<file path="src/rtl/warp_issue_scheduler.sv">
// Warp issue scheduler: round-robin arbiter over NUM_WARPS warp slots that
// offers one warp per cycle to the dispatch stage over a valid/ready handshake.
//
// Ports:
//   clk, rst_n          clock, asynchronous active-low reset
//   enable              1 allows new selections; 0 freezes selection (never withdraws an offer)
//   warp_ready_mask     per-warp "instruction buffered, operands ready"
//   warp_stall_mask     per-warp "blocked (barrier/exit)"
//   m_tvalid, m_tready  issue offer handshake
//   issue_warp_id       warp id of the current offer
//   pop_valid           one-cycle pulse after each accepted issue
//   pop_warp_id         warp id to pop from the instruction buffer
//   issue_count         running count of accepted issues (wraps)
//   err                 sticky: an offered warp lost its ready bit
module warp_issue_scheduler #(
    parameter int unsigned NUM_WARPS = 32,
    parameter int unsigned WID_W     = 5
) (
    input  logic                 clk,
    input  logic                 rst_n,
    input  logic                 enable,
    input  logic [NUM_WARPS-1:0] warp_ready_mask,
    input  logic [NUM_WARPS-1:0] warp_stall_mask,
    output logic                 m_tvalid,
    input  logic                 m_tready,
    output logic [WID_W-1:0]     issue_warp_id,
    output logic                 pop_valid,
    output logic [WID_W-1:0]     pop_warp_id,
    output logic [15:0]          issue_count,
    output logic                 err
);

    localparam int unsigned CNT_W = 16;
    localparam int unsigned IDX_W = WID_W + 1;

    typedef enum logic {
        ST_IDLE  = 1'b0,
        ST_OFFER = 1'b1
    } state_e;

    state_e               state_q, state_d;
    logic [WID_W-1:0]     issue_id_q, issue_id_d;
    logic                 pop_valid_q, pop_valid_d;
    logic [WID_W-1:0]     pop_id_q, pop_id_d;
    logic [CNT_W-1:0]     count_q, count_d;
    logic [WID_W-1:0]     rr_ptr_q, rr_ptr_d;
    logic                 err_q, err_d;

    logic                 hs_c;
    logic [NUM_WARPS-1:0] excl_c;
    logic [WID_W-1:0]     ptr_c;
    logic [NUM_WARPS-1:0] elig_c;
    logic                 sel_found_c;
    logic [WID_W-1:0]     sel_id_c;
    logic                 load_sel_c;

    // Lowest-index set bit of vec at or above ptr, wrapping at NUM_WARPS.
    // Returns {found, id}.
    function automatic logic [WID_W:0] rr_pick(input logic [NUM_WARPS-1:0] vec,
                                               input logic [WID_W-1:0]     ptr);
        logic             found;
        logic [WID_W-1:0] id;
        logic [WID_W:0]   idx;
        found = 1'b0;
        id    = '0;
        for (int unsigned i = 0; i < NUM_WARPS; i++) begin
            idx = {1'b0, ptr} + IDX_W'(i);
            if (idx >= IDX_W'(NUM_WARPS)) begin
                idx = idx - IDX_W'(NUM_WARPS);
            end
            if (!found && vec[idx[WID_W-1:0]]) begin
                found = 1'b1;
                id    = idx[WID_W-1:0];
            end
        end
        return {found, id};
    endfunction

    // Selection: on an accepting edge the just-accepted warp is excluded and the
    // pointer has already advanced past it, so the re-selection sees both.
    always_comb begin
        hs_c   = (state_q == ST_OFFER) && m_tready;
        excl_c = '0;
        ptr_c  = rr_ptr_q;
        if (hs_c) begin
            excl_c = NUM_WARPS'(1) << issue_id_q;
            ptr_c  = (issue_id_q == WID_W'(NUM_WARPS - 1)) ? '0 : issue_id_q + WID_W'(1);
        end
        elig_c                  = warp_ready_mask & ~warp_stall_mask & ~excl_c;
        {sel_found_c, sel_id_c} = rr_pick(elig_c, ptr_c);
        // A new winner is latched from IDLE, or right after a handshake.
        load_sel_c = enable && sel_found_c && ((state_q == ST_IDLE) || hs_c);
    end

    // State register.
    always_ff @(posedge clk or negedge rst_n) begin
        if (!rst_n) begin
            state_q <= ST_IDLE;
        end else begin
            state_q <= state_d;
        end
    end

    // Next-state logic: an offer is held until accepted.
    always_comb begin
        state_d = state_q;
        unique case (state_q)
            ST_IDLE: begin
                if (load_sel_c) begin
                    state_d = ST_OFFER;
                end
            end
            ST_OFFER: begin
                if (hs_c) begin
                    state_d = load_sel_c ? ST_OFFER : ST_IDLE;
                end
            end
            default: state_d = ST_IDLE;
        endcase
    end

    // Output / datapath next values.
    always_comb begin
        issue_id_d  = issue_id_q;
        pop_valid_d = hs_c;
        pop_id_d    = pop_id_q;
        count_d     = count_q;
        rr_ptr_d    = ptr_c;
        err_d       = err_q;
        if (load_sel_c) begin
            issue_id_d = sel_id_c;
        end
        if (hs_c) begin
            pop_id_d = issue_id_q;
            count_d  = count_q + CNT_W'(1);
        end
        // Offered warp lost its ready bit: flag it but keep the offer.
        if ((state_q == ST_OFFER) && !warp_ready_mask[issue_id_q]) begin
            err_d = 1'b1;
        end
    end

    // Datapath registers.
    always_ff @(posedge clk or negedge rst_n) begin
        if (!rst_n) begin
            issue_id_q  <= '0;
            pop_valid_q <= 1'b0;
            pop_id_q    <= '0;
            count_q     <= '0;
            rr_ptr_q    <= '0;
            err_q       <= 1'b0;
        end else begin
            issue_id_q  <= issue_id_d;
            pop_valid_q <= pop_valid_d;
            pop_id_q    <= pop_id_d;
            count_q     <= count_d;
            rr_ptr_q    <= rr_ptr_d;
            err_q       <= err_d;
        end
    end

    assign m_tvalid      = (state_q == ST_OFFER);
    assign issue_warp_id = issue_id_q;
    assign pop_valid     = pop_valid_q;
    assign pop_warp_id   = pop_id_q;
    assign issue_count   = count_q;
    assign err           = err_q;

endmodule

</file>
<file path="config.mk">
export PLATFORM = sky130hd
export DESIGN_NAME = warp_issue_scheduler
export DESIGN_NICKNAME = d
export VERILOG_FILES = /design/src/rtl/warp_issue_scheduler.sv
export SDC_FILE = /design/constraint.sdc
export NUM_CORES = 1
export LEC_CHECK = 0
export CAP_MARGIN = 40
export CORE_AREA = 2 2 156 158
export CTS_BUF_LIST = sky130_fd_sc_hd__clkbuf_8
export CTS_CLUSTER_SIZE = 10
export DETAILED_ROUTE_END_ITERATION = 7
export DIE_AREA = 0 0 158 160
export SLEW_MARGIN = 15
export SYNTH_ARGS = -nofsm -noshare
export SYNTH_HDL_FRONTEND = slang
export SYNTH_SLANG_ARGS = --single-unit
</file>
<file path="constraint.sdc">
create_clock -name clk -period 5.85 [get_ports clk]
set_input_delay 1.17 -clock clk [delete_from_list [all_inputs] [get_ports clk]]
set_output_delay 1.17 -clock clk [all_outputs]
set_load 0.1 [all_outputs]
</file>
* Word level (Yosys, flattened, before mapping) *
Cells that the tools add are included.

storage, ports and cells
  logic and storage cells = 380
  output and inout bits = 29
  input bits = 68
  bits in registers = 34

operators by class
  order comparisons = 65
  equal/unequal tests = 1
  bitwise operators = 5
  shift-type cells = 1
  reductions and logical operators = 68
  mux-type cells = 168
  $add $sub $neg = 65

operators by type and width
  cell                                                                          number
  5-bit two-way mux                                                             66
  5-bit by 6-bit less-than comparator with 1-bit output, second input constant  33
  6-bit >= comparator, second input constant                                    31
  1-bit binary-select mux with 5-bit select                                     33
  5-bit by 1-bit subtractor with 5-bit output, second input constant            32
  5-bit by 5-bit adder with 6-bit output, second input constant                 16
  1-bit two-way mux                                                             67
  32-bit bitwise AND                                                            2
  32-bit inverter                                                               2
  5-bit by 4-bit adder with 6-bit output, second input constant                 8
  1-bit logical AND                                                             35
  1-bit logical NOT                                                             32
  32-bit two-way mux                                                            1
  1-bit by 5-bit left shift with 32-bit output, first input constant            1
  5-bit by 3-bit adder with 6-bit output, second input constant                 4
  16-bit by 1-bit adder with 16-bit output, second input constant               1
  5-bit by 2-bit adder with 6-bit output, second input constant                 2
  5-bit by 1-bit adder with 6-bit output, second input constant                 1
  5-bit by 6-bit >= comparator with 1-bit output, second input constant         1
  5-bit by 1-bit adder with 5-bit output, second input constant                 1
  5-bit == test, second input constant                                          1
  1-bit one-hot mux with 2 select lines                                         1
  1-bit logical OR                                                              1
  1-bit inverter                                                                1

* Depth between registers and ports, before layout *
  depth after elaboration = 106
  depth in mapped cells = 31
  gate-level depth less buffers = 21

* Worst setup path before layout *
OpenSTA, ideal clock, no wires.

  path type = flip-flop to flip-flop
  start point = register issue_id_q[0] (netlist: issue_warp_id[0])
  end point = register issue_id_q[3] (netlist: issue_warp_id[3])
  clock period less this slack = 6.672 ns
  library setup time = 0.130 ns
  cell stages (with the launch flop) = 25
  slack = -0.822 ns
  data required time = 5.720 ns
  data arrival time = 6.542 ns
  buffers on the path = 5
  path through = dfrtp_1 > buf_1 > inv_1 > ha_1 > nand3_1 > nand2_1 > buf_2 > buf_2 > buf_2 > ha_1 > clkbuf_1 > inv_1 > nand3_1 > nand2_1 > mux4_2 > mux2_2 > mux2i_2 > or4_4 > or4_4 > or4b_1 > or4b_1 > nand4_1 > a211oi_2 > o211a_1 > o211ai_1

on the way
  longest elaborated chain between the ends = 103
  elaborated cells on any way between the ends = 327
  those cells by class = add/sub: 64; order compare: 32; eq/ne: 1; shift: 1; mux: 163; bitwise: 2; reduce/logical: 64

ends and longest elaborated chain
  item                                                                                              RTL line  text
  from (decl)                                                                                       42        logic [WID_W-1:0] issue_id_q, issue_id_d;
  from (signal assigned)                                                                            153       issue_id_q <= issue_id_d;
  5-bit by 1-bit adder with 5-bit output or 5-bit == test (tied branches)                           87        ptr_c = (issue_id_q == WID_W'(NUM_WARPS - 1)) ? '0 : issue_id_q + WID_W'(1);
  5-bit two-way mux *                                                                               87
  5-bit two-way mux *                                                                               85        if (hs_c) begin
  named net ptr_c[1]                                                                                51        logic [WID_W-1:0] ptr_c;
  parallel branches: the longest is 100 deep, another holds 5-bit by 1-bit adder with 6-bit output  n/a

Mark *: on every way through the listed nets, which the timed path passes. The select of a mux whose other input is x is not followed.
A chain may end at the register's enable or synchronous reset.

* Worst setup path in the final report *
  start point = register issue_id_q[0] (netlist: issue_warp_id[0])
  end point = register issue_id_q[2] (netlist: issue_warp_id[2])

on the way
  longest elaborated chain between the ends = 103
  elaborated cells on any way between the ends = 327
  those cells by class = add/sub: 64; order compare: 32; eq/ne: 1; shift: 1; mux: 163; bitwise: 2; reduce/logical: 64

ends and longest elaborated chain
  item
  parallel branches: the longest is 103 deep, another holds 5-bit by 1-bit adder with 6-bit output

Parallel ways; which one is timed is not known. The select of a mux whose other input is x is not followed.

==> flow_summary.yaml <==
drt:
  drc: 0
  drt_first_iter_violations: 943
  firstDrtPassIters: 7
  finalWirelength_um: 42500
  routed-via-count: 10985
  wl_per_cell_um: 23.2
  vias_per_cell: 6.01
  drtAntennaViolNets: 0
synth:
  synth-seq-area-share_pct: 10.4
  synth.ff_latch_count: 34
  synth-main-ff-cell: "sky130_fd_sc_hd__dfrtp_1"
  post_synth_instance_area_um2: 8160
  synth_top_family_by_area: "compound AO/OA/AOI/OAI gates"
  post_synth.cell_area_avg_um2: 7.72
  asyncSetResetFlopFracSynth_pct: 100
  yosys.area_share.adder_pct: 3.07
  synth_top_cell_by_area: "sky130_fd_sc_hd__dfrtp_1"
  synthesis.yosys.warnings: 0
  synth.distinct_cells: 106
  cells_taking_the_most_area_after_synthesis: "sky130_fd_sc_hd__dfrtp_1 (10%), sky130_fd_sc_hd__mux4_2 (8.6%), sky130_fd_sc_hd__mux2i_1 (4.9%), sky130_fd_sc_hd__nand2_1 (4.5%), sky130_fd_sc_hd__nor2_1 (4.1%)"
  synth_fp_nets: 1145
  synth_compound_gate_area_share_pct: 31.8
  synth_edf_count: 0
  synth_cells: 1057
  post_synth_mux_area_share_pct: 16.5
  yosys.area_share.xor_xnor_pct: 5.98
  yosys.area.top_type_share_pct: 10.4
  yosys.area_share.simple_pct: 26.4
worst_setup_path:
  timing_worst_setup_path_type: "reg2reg"
  timing.rr.start: "issue_warp_id[0]"
  setup.worst_path.end: "issue_warp_id[2]"
  rr_endpoint: "issue_warp_id[2]"
  crit_path_start_kind: "register"
  r2r_cell_count: 21
  crit_path_start: "issue_warp_id[0]"
  critical_path_required_ns: 6.05
  cp_data_arrival_time_ns: 5.87
  r2r_slack_ns: 0.18
  critical_path.endpoint_type: "register"
  critPathMaxFanout: 37
sta:
  finalHoldViolations: 0
  slew-limit-headroom_pct: 56.2
  skew_ns: 0.00881
  achievable-frequency_ghz: 0.176
  hold_slack_ns: 0.477
  setup_violations_final: 0
  tightestPinTransition_ns: 0.650
  min_period_ns: 5.67
  timing.final.crit_share_pct: 97.0
  slew_violations: 0
  rsz0062_at_grt: "no"
  post-route-worst-setup-slack_ns: 0.177
cells_and_area:
  number_of_cells_in_the_finished_layout_apart_from_fillers: 1829
  finalNetCount: 1592
  num_antenna_cells: 0
  drive_gt1_share_pct: 35.9
  stdcell_area_um2: 12700
  n_fill_cell: 2315
  synthToLayoutAreaGrowth_pct: 56.0
clock_network:
  setup_bufs_post_cts: 0
  cts.htree.levels: 2
  tritoncts: "built"
  clk_pin_slew_ns: 0.08
  clock_path_buffers: 2
  clock_sink_count: 34
  clock_tree.root_cell: "sky130_fd_sc_hd__clkbuf_8"
  ctsHoldBuffers: 0
  clock_insertion_delay_worst_skew_ns: 0.29
  tritoncts.num_buffers: 5
floorplan:
  boundaryPins: 97
  area_enclosed_by_the_die_boundary_um2: 25300
  rows: 57
  initial_core_util_pct: 34.3
  die_h_um: 160
  die_width_um: 158
  floorplan.core_area_um2: 23800
outcome:
  status: "completed"
global_routing:
  number_of_antenna_violations_at_the_first_check_in_global_routing: 0
  largest_net_degree_at_the_start_of_global_routing: 38
  first_pass_grt_wire_length_um: 63500
  grt_pass1_vias: 10609
  grt.overflow.total: 0
  grt.total_usage_pct: 33.3
placement:
  globalplace.congestion: 1.06
  buffer_ports.inserted: 96
  placed_cells: 1821
  place_hpwl_um: 36100
  area_of_placed_instances_um2: 12500
  placement.setup.worst_slack_ns: -0.570
worst_hold_path:
  hold_path_class: "reg2reg"
run:
  max_cap_viol_count: 0
-- flip-flops by register name, indices dropped and copies added, names as in the netlist --
| signal | flops |
|---|---|
| pop_valid | 1 |
| issue_count | 16 |
| pop_warp_id | 5 |
| issue_warp_id | 5 |
| err | 1 |
| rr_ptr_q | 5 |
| m_tvalid | 1 |
-- cells in the final DEF (no fill, tap or decap), drive strengths merged, types with 20 or more instances in the layout --
master,instances
buf,406
nand2,99
clkdlybuf4s50,95
nor2,90
o21ai,71
a21oi,59
xnor2,42
mux2i,41
o211ai,37
inv,37
nand3,34
dfrtp,34
mux4,31
a22oi,28
nor3,27
o22ai,26
and2,22
nand2b,21
nand4,21
mux2,21
ha,20
-- logic make-up (layout without fill, tap and decap cells) --
family / count (synthesis) / count (layout)
AND/OR/NAND/NOR: 398 / 398
AO/OA/AOI/OAI: 365 / 365
buffers and inverters: 99 / 547
multiplexers: 93 / 93
XOR/XNOR: 48 / 48
flip-flops: 34 / 34
adder cells (fa/ha/maj): 20 / 20
-- cell type report --
class                           count  area, µm²  area share [%]
Timing Repair Buffer              502       4260            33.5
Sequential cell                    34        858            6.74
Multi-Input combinational cell    924       6970            54.8
Tap cell                          324        405            3.18
Clock buffer                        6       82.6           0.649
Clock inverter                      2       8.76          0.0688
Inverter                           37        143            1.12
-- critical path: stages, from the launching register on --
cell,delay (ns)
sky130_fd_sc_hd__dfrtp_2,0.41
sky130_fd_sc_hd__ha_1,0.26
sky130_fd_sc_hd__and3_1,0.20
sky130_fd_sc_hd__ha_1,0.28
sky130_fd_sc_hd__nor4bb_4,0.33
sky130_fd_sc_hd__nor2_2,0.12
sky130_fd_sc_hd__inv_2,0.10
sky130_fd_sc_hd__buf_12,0.22
sky130_fd_sc_hd__mux2_1,0.40
sky130_fd_sc_hd__o22ai_1,0.27
sky130_fd_sc_hd__a211oi_1,0.12
sky130_fd_sc_hd__buf_4,0.19
sky130_fd_sc_hd__mux4_2,0.55
sky130_fd_sc_hd__nor3_2,0.35
sky130_fd_sc_hd__buf_4,0.19
sky130_fd_sc_hd__and3_1,0.23
sky130_fd_sc_hd__nand2_1,0.13
sky130_fd_sc_hd__o32a_1,0.36
sky130_fd_sc_hd__o211a_1,0.12
sky130_fd_sc_hd__a211oi_1,0.36
sky130_fd_sc_hd__o41ai_1,0.20
sky130_fd_sc_hd__a22oi_1,0.17
-- metrics by stage --
stage               util (%)  TNS (ns)
floorplan                  -   -0.0534
global placement        50.8     -2.36
detailed placement      52.6     -2.42
CTS                     53.2         0
global route            53.4         0
finish                  53.4         0
-- cells in the mapped netlist (6+ instances only) --
| cell | instances |
|---|---|
| sky130_fd_sc_hd__nand2_1 | 97 |
| sky130_fd_sc_hd__nor2_1 | 89 |
| sky130_fd_sc_hd__o21ai_0 | 60 |
| sky130_fd_sc_hd__a21oi_1 | 57 |
| sky130_fd_sc_hd__mux2i_1 | 40 |
| sky130_fd_sc_hd__o211ai_1 | 36 |
| sky130_fd_sc_hd__xnor2_1 | 36 |
| sky130_fd_sc_hd__dfrtp_1 | 34 |
| sky130_fd_sc_hd__nand3_1 | 32 |
| sky130_fd_sc_hd__mux4_2 | 31 |
| sky130_fd_sc_hd__inv_1 | 29 |
| sky130_fd_sc_hd__a22oi_1 | 26 |
| sky130_fd_sc_hd__o22ai_1 | 26 |
| sky130_fd_sc_hd__buf_2 | 24 |
| sky130_fd_sc_hd__nor3_1 | 24 |
| sky130_fd_sc_hd__clkbuf_1 | 22 |
| sky130_fd_sc_hd__and2_1 | 21 |
| sky130_fd_sc_hd__nand2b_1 | 21 |
| sky130_fd_sc_hd__nand4_1 | 21 |
| sky130_fd_sc_hd__ha_1 | 20 |
| sky130_fd_sc_hd__a211oi_1 | 18 |
| sky130_fd_sc_hd__nor2b_1 | 17 |
| sky130_fd_sc_hd__mux2_2 | 16 |
| sky130_fd_sc_hd__a211o_1 | 15 |
| sky130_fd_sc_hd__a22o_1 | 11 |
| sky130_fd_sc_hd__o221ai_1 | 11 |
| sky130_fd_sc_hd__a21o_1 | 9 |
| sky130_fd_sc_hd__o21ai_1 | 9 |
| sky130_fd_sc_hd__and4b_1 | 8 |
| sky130_fd_sc_hd__buf_6 | 7 |
| sky130_fd_sc_hd__nor4_1 | 7 |
| sky130_fd_sc_hd__o31ai_1 | 7 |
| sky130_fd_sc_hd__a31oi_1 | 6 |
| sky130_fd_sc_hd__buf_4 | 6 |
| sky130_fd_sc_hd__inv_2 | 6 |
| sky130_fd_sc_hd__or3_1 | 6 |
| sky130_fd_sc_hd__xor2_1 | 6 |
-- worst min-delay path by stage --
stage,startpoint,end,slack (ns),cells past startpoint
after global routing,issue_count[15],issue_count[15],0.49,1
after detailed placement,err,err,0.47,1
final,issue_count[15],issue_count[15],0.48,1
after CTS,issue_count[15],issue_count[15],0.48,1
after floorplan,rst_n,err,0.87,0
after global placement,err,err,0.46,1
-- metal layers --
metal / vias up / track usage (%) / part of all wire [%]
li1: 5015 / - / -
met5: - / 0 / 0
met1: 5292 / 45.3 / 41
met4: 0 / 12.2 / 4.3
met3: 94 / 6.70 / 10
met2: 584 / 51.8 / 45
-- repair_timing --
action	in CTS	in global routing
resized for setup	8	17
endpoints found under the setup margin	5	5
endpoints found under the hold margin	0	0
pin swaps	0	1
Power is not shown: default switching activity piles up to over one toggle a cycle in this logic, so the estimate is an artifact.
